<file path="src/rtl/mux_8to1_if.sv">
// Bus bundle for the registered 8-to-1 selector: load enable, eight data candidates,
// select, and the registered result with its select tag and valid flag.
interface mux_8to1_if #(
    parameter int unsigned WIDTH = 16
);
    logic             en;
    logic [WIDTH-1:0] d0;
    logic [WIDTH-1:0] d1;
    logic [WIDTH-1:0] d2;
    logic [WIDTH-1:0] d3;
    logic [WIDTH-1:0] d4;
    logic [WIDTH-1:0] d5;
    logic [WIDTH-1:0] d6;
    logic [WIDTH-1:0] d7;
    logic [2:0]       s;
    logic [WIDTH-1:0] y;
    logic             valid;
    logic [2:0]       sel_q;

    modport master (
        output en, d0, d1, d2, d3, d4, d5, d6, d7, s,
        input  y, valid, sel_q
    );

    modport slave (
        input  en, d0, d1, d2, d3, d4, d5, d6, d7, s,
        output y, valid, sel_q
    );
endinterface

</file>
<file path="src/rtl/mux_8to1.sv">
// Registered 8-to-1 word selector with load enable; valid marks the cycle after a load
// and sel_q records which input was captured.
module mux_8to1 #(
    parameter int unsigned WIDTH = 16
) (
    input logic         clk,
    input logic         rst,
    mux_8to1_if.slave   bus
);
    logic [WIDTH-1:0] sel_data;
    logic [WIDTH-1:0] y_d, y_q;
    logic [2:0]       sel_cap_d, sel_cap_q;
    logic             valid_d, valid_q;

    // All eight codes map to a data input, so the case is full without a default arm.
    always_comb begin
        sel_data = bus.d0;
        case (bus.s)
            3'b000: sel_data = bus.d0;
            3'b001: sel_data = bus.d1;
            3'b010: sel_data = bus.d2;
            3'b011: sel_data = bus.d3;
            3'b100: sel_data = bus.d4;
            3'b101: sel_data = bus.d5;
            3'b110: sel_data = bus.d6;
            3'b111: sel_data = bus.d7;
        endcase
    end

    always_comb begin
        y_d       = y_q;
        sel_cap_d = sel_cap_q;
        valid_d   = 1'b0;
        if (bus.en) begin
            y_d       = sel_data;
            sel_cap_d = bus.s;
            valid_d   = 1'b1;
        end
    end

    always_ff @(posedge clk or posedge rst) begin
        if (rst) begin
            y_q       <= '0;
            sel_cap_q <= 3'b000;
            valid_q   <= 1'b0;
        end else begin
            y_q       <= y_d;
            sel_cap_q <= sel_cap_d;
            valid_q   <= valid_d;
        end
    end

    assign bus.y     = y_q;
    assign bus.sel_q = sel_cap_q;
    assign bus.valid = valid_q;
endmodule

</file>
<file path="src/flat_wrapper.sv">
// flat-port wrapper written by rule: the top's interface ports become plain ports
module mux_8to1_flat 
#(
    parameter int unsigned WIDTH = 16
)
  (clk, rst, bus_en, bus_d0, bus_d1, bus_d2, bus_d3, bus_d4, bus_d5, bus_d6, bus_d7, bus_s, bus_y, bus_valid, bus_sel_q);
  mux_8to1_if #(.WIDTH(WIDTH)) bus_i ();
  input logic clk;
  input logic rst;
  input wire logic [$bits(bus_i.en)-1:0] bus_en;
  input wire logic [$bits(bus_i.d0)-1:0] bus_d0;
  input wire logic [$bits(bus_i.d1)-1:0] bus_d1;
  input wire logic [$bits(bus_i.d2)-1:0] bus_d2;
  input wire logic [$bits(bus_i.d3)-1:0] bus_d3;
  input wire logic [$bits(bus_i.d4)-1:0] bus_d4;
  input wire logic [$bits(bus_i.d5)-1:0] bus_d5;
  input wire logic [$bits(bus_i.d6)-1:0] bus_d6;
  input wire logic [$bits(bus_i.d7)-1:0] bus_d7;
  input wire logic [$bits(bus_i.s)-1:0] bus_s;
  output wire logic [$bits(bus_i.y)-1:0] bus_y;
  output wire logic [$bits(bus_i.valid)-1:0] bus_valid;
  output wire logic [$bits(bus_i.sel_q)-1:0] bus_sel_q;
  assign bus_i.en = bus_en;
  assign bus_i.d0 = bus_d0;
  assign bus_i.d1 = bus_d1;
  assign bus_i.d2 = bus_d2;
  assign bus_i.d3 = bus_d3;
  assign bus_i.d4 = bus_d4;
  assign bus_i.d5 = bus_d5;
  assign bus_i.d6 = bus_d6;
  assign bus_i.d7 = bus_d7;
  assign bus_i.s = bus_s;
  assign bus_y = bus_i.y;
  assign bus_valid = bus_i.valid;
  assign bus_sel_q = bus_i.sel_q;
  mux_8to1 #(.WIDTH(WIDTH)) u_core (.clk(clk), .rst(rst), .bus(bus_i));
endmodule
</file>
<file path="config.mk">
export PLATFORM = sky130hd
export DESIGN_NAME = mux_8to1_flat
export DESIGN_NICKNAME = d
export VERILOG_FILES = /design/src/rtl/mux_8to1_if.sv /design/src/rtl/mux_8to1.sv /design/src/flat_wrapper.sv
export SDC_FILE = /design/constraint.sdc
export NUM_CORES = 1
export LEC_CHECK = 0
export ABC_AREA = 1
export CAP_MARGIN = 20
export CORE_MARGIN = 2
export CORE_UTILIZATION = 32
export DETAILED_ROUTE_END_ITERATION = 16
export PLACE_DENSITY_LB_ADDON = 0.3
export SYNTH_ARGS = -nofsm -noshare
export SYNTH_HDL_FRONTEND = slang
export SYNTH_SLANG_ARGS = --single-unit
</file>
<file path="constraint.sdc">
create_clock -name clk -period 0.8 [get_ports clk]
set_clock_uncertainty 0.15 [all_clocks]
set_input_delay 0.16 -clock clk [delete_from_list [all_inputs] [get_ports clk]]
set_output_delay 0.16 -clock clk [all_outputs]
set_load 0.05 [all_outputs]
</file>
==> results.txt <==
Status: complete, but fails checks
Failing checks: setup timing
Num rows: 30
Actual slew at the worst max-slew pin: 209 ps
Reg power frac: 0.259
Critical path origin: u_core.bus.y[1]
RR Startpoint: u_core.bus.y[6]
Clk_lat worst skew: 270 ps
Crit path time final: 1200 ps
R2R depth: 3
DRT iter0 DRCs: 415
Drt first pass iters: 7
Top post-synthesis cells by area: nand4_1 (27%), dfrtp_1 (23%), nand2_1 (22%)
Top delay family on crit path: flip-flops
Sw Share: 0.390
Initial antenna violation count: 0
Yosys warning count: 0
Worst Setup End Kind: output port
Period utilization: 1.50
Synth area leader: nand4_1
Final setup fails: 39
Avg Vias per Cell: 5.79
Multi-input logic area: 0.00152 sq mm
Flop2flop setup slack: -150 ps
Die H: 87.2 um
Int Pwr: 0.00312 W
Critical path cell sequence: buf_12
DRT Wirelength: 11.7 mm
Clock buffer depth: 2
Root Buffer: clkbuf_8
Startpoint Class: register
EDFF count, synth: 0
# diodes: 0
P_sw: 0.00199 W
Largest net degree at the start of global routing: 28
Port bufs: 153
First-pass GRT wire length: 17.4 mm
TritonCTS Buffers: 3
DR vias: 3616
Worst stage delay on the critical path: 460 ps
WL/cell: 18.8 um
Placed Area: 0.00417 sq mm
Critical Path End: bus_y[1]
Yosys reg bits: 20
FMAX: 834 MHz
Die X: 87.2 um
Yosys top cell area share: 0.271
Fillers: 540
GRT overflow: 0
Data required, critical path: 490 ps
Fin util: 0.713
CP arrival: 890 ps
Share of cells above drive strength 1: 0.230
WP buf/inv: 1
Pwr Density: 1060 mW/mm^2
Hold Buf Count CTS: 0
Async S/R FF share, synth: 1.00
Leakage power: 2.42 nW
TritonCTS clock tree: yes
Sink Count: 20
Initial Util: 0.328
Syn avg cell area: 5.89 sq um
Most frequent cell after synthesis: nand2_1
Overall Power: 0.00511 W
Synth unique cells: 15
Die area: 0.00760 sq mm
Sequential Area: 514 sq um
Nets: 679
IO Pins: 154
Core area: 0.00676 sq mm
Vias in the first global route: 3465
Slowest CP cell: dfrtp_2
Routability-driven placement congestion ratio: 0.894
Capture point of the worst reg-to-reg path: u_core.bus.y[6]
Tot GR Track Use: 0.298
Area growth, synth to finish: 117%
Mapped Cells: 376
Maximum vdd drop: 0.590 mV
RSZ-0062 raised after global routing: yes
Crit. path cell count: 1
Hpwl dp: 7.42 mm
CP Max Fanout: 2
Pre-CTS WS: -664 ps
Clock slew at reported path FFs: 80 ps
Register area share after synthesis: 0.226
Final slew viol count: 0
Clock Power Share: 0.140
Setup ws final: -399 ps
Synth Cell Area: 0.00221 sq mm
# DRC: 0
Worst setup path class: reg2out
Max capacitance violation total: 0
HP Class: in2reg
Finished Cell Area: 0.00481 sq mm
H-Tree Depth: 1
Final Hold Viols: 0
Main flop type after synthesis: dfrtp_1
Post-DRT Antenna Nets: 0
Syn_nets: 510
Synth cell count leaders: nand2_1 (131), nand4_1 (96), nor2_1 (32)
Max-Slew Margin vs Limit: 0.860
Combinational fraction of design power: 0.601
Hold_ws: 42.4 ps
[worst min path at each step]
stage	start	endpoint	slack, ps	depth (start not counted)
final	bus_en	u_core.bus.valid	40	2
after global routing	bus_en	u_core.bus.valid	60	2
after CTS	rst	u_core.bus.valid	70	3
after detailed placement	rst	u_core.bus.valid	350	3
after global placement	rst	u_core.bus.valid	340	3
after floorplan	rst	u_core.bus.y[0]	-30	1
[worst register-to-register path: cells and delay by family, from the launching register on]
kind                   cells  cell delay (ps)
flip-flops                 1              440
buffers and inverters      1              150
AND/OR/NAND/NOR            2              100
[metrics by stage]
stage | TNS (ps) | cells
global placement | -12450 | 599
global route | -12530 | 624
floorplan | -5540 | 376
CTS | -10720 | 620
finish | -11280 | 624
detailed placement | -12850 | 599
[layout by cell type, fill, tap and decap left out, types with 2 or more instances in the layout]
cell             netlist  layout
dfrtp_2                0      11
buf_8                  0       6
clkbuf_16              0       2
clkdlybuf4s50_1        0      68
buf_4                 14       5
nand2_1              131     124
dfrtp_1               20       9
buf_6                  1      17
nand3_2                0       5
dlygate4sd2_1          0      57
nor2_1                32      19
buf_16                 0       9
nand4_1               96      96
buf_12                 0      34
inv_2                  1       2
dlymetal6s2s_1         0       4
o21ai_2                0       5
clkbuf_8               0       3
nand3_1               16      11
o21ai_1               10      13
inv_1                 20      17
nand2_2                1       7
nor2_2                 0      13
[routing by layer]
layer	wire length [um]	global-route usage	vias up	share of wire
met1	4250	0.355	1636	0.36
met4	607	0.129	0	0.052
met5	0	0	-	0
met2	5610	0.510	280	0.48
li1	-	-	1645	-
met3	1260	0.0692	55	0.11
[registers in the layout, summed over array words and instances, names as in the netlist]
register / flops
u_core.bus.sel_q: 3
u_core.bus.valid: 1
u_core.bus.y: 16
[kinds of logic (layout without fill, tap and decap cells)]
family / Yosys count / after routing / share of synthesized area
AND/OR/NAND/NOR: 277 / 277 / 0.592
buffers and inverters: 60 / 228 / 0.140
flip-flops: 20 / 20 / 0.226
AO/OA/AOI/OAI: 19 / 19 / 0.0429
[cell type report]
type	instances	area share
Clock buffer	4	0.00936
Inverter	21	0.0205
Multi-Input combinational cell	296	0.317
Sequential cell	20	0.107
Tap cell	80	0.0208
Timing Repair Buffer	203	0.526
[repair_timing]
item / CTS / global route
endpoints found under the setup margin: 40 / 39
endpoints found under the hold margin: 0 / 0
buffers inserted: 9 / 3
resized for setup: 130 / 32
pin swaps: 147 / 57
gates cloned: 9 / 3
[power by group through the flow]
stage | clock network [W] | registers [W] | logic, W
finish | 0.000714 | 0.00132 | 0.00307
global route | 0.000753 | 0.00134 | 0.00321
CTS | 0.000706 | 0.00132 | 0.00294
detailed placement | 0 | 0.00134 | 0.00270
global placement | 0 | 0.00134 | 0.00268
floorplan | 0 | 0.00171 | 0.000741
Power figures use the tool's default switching activity.
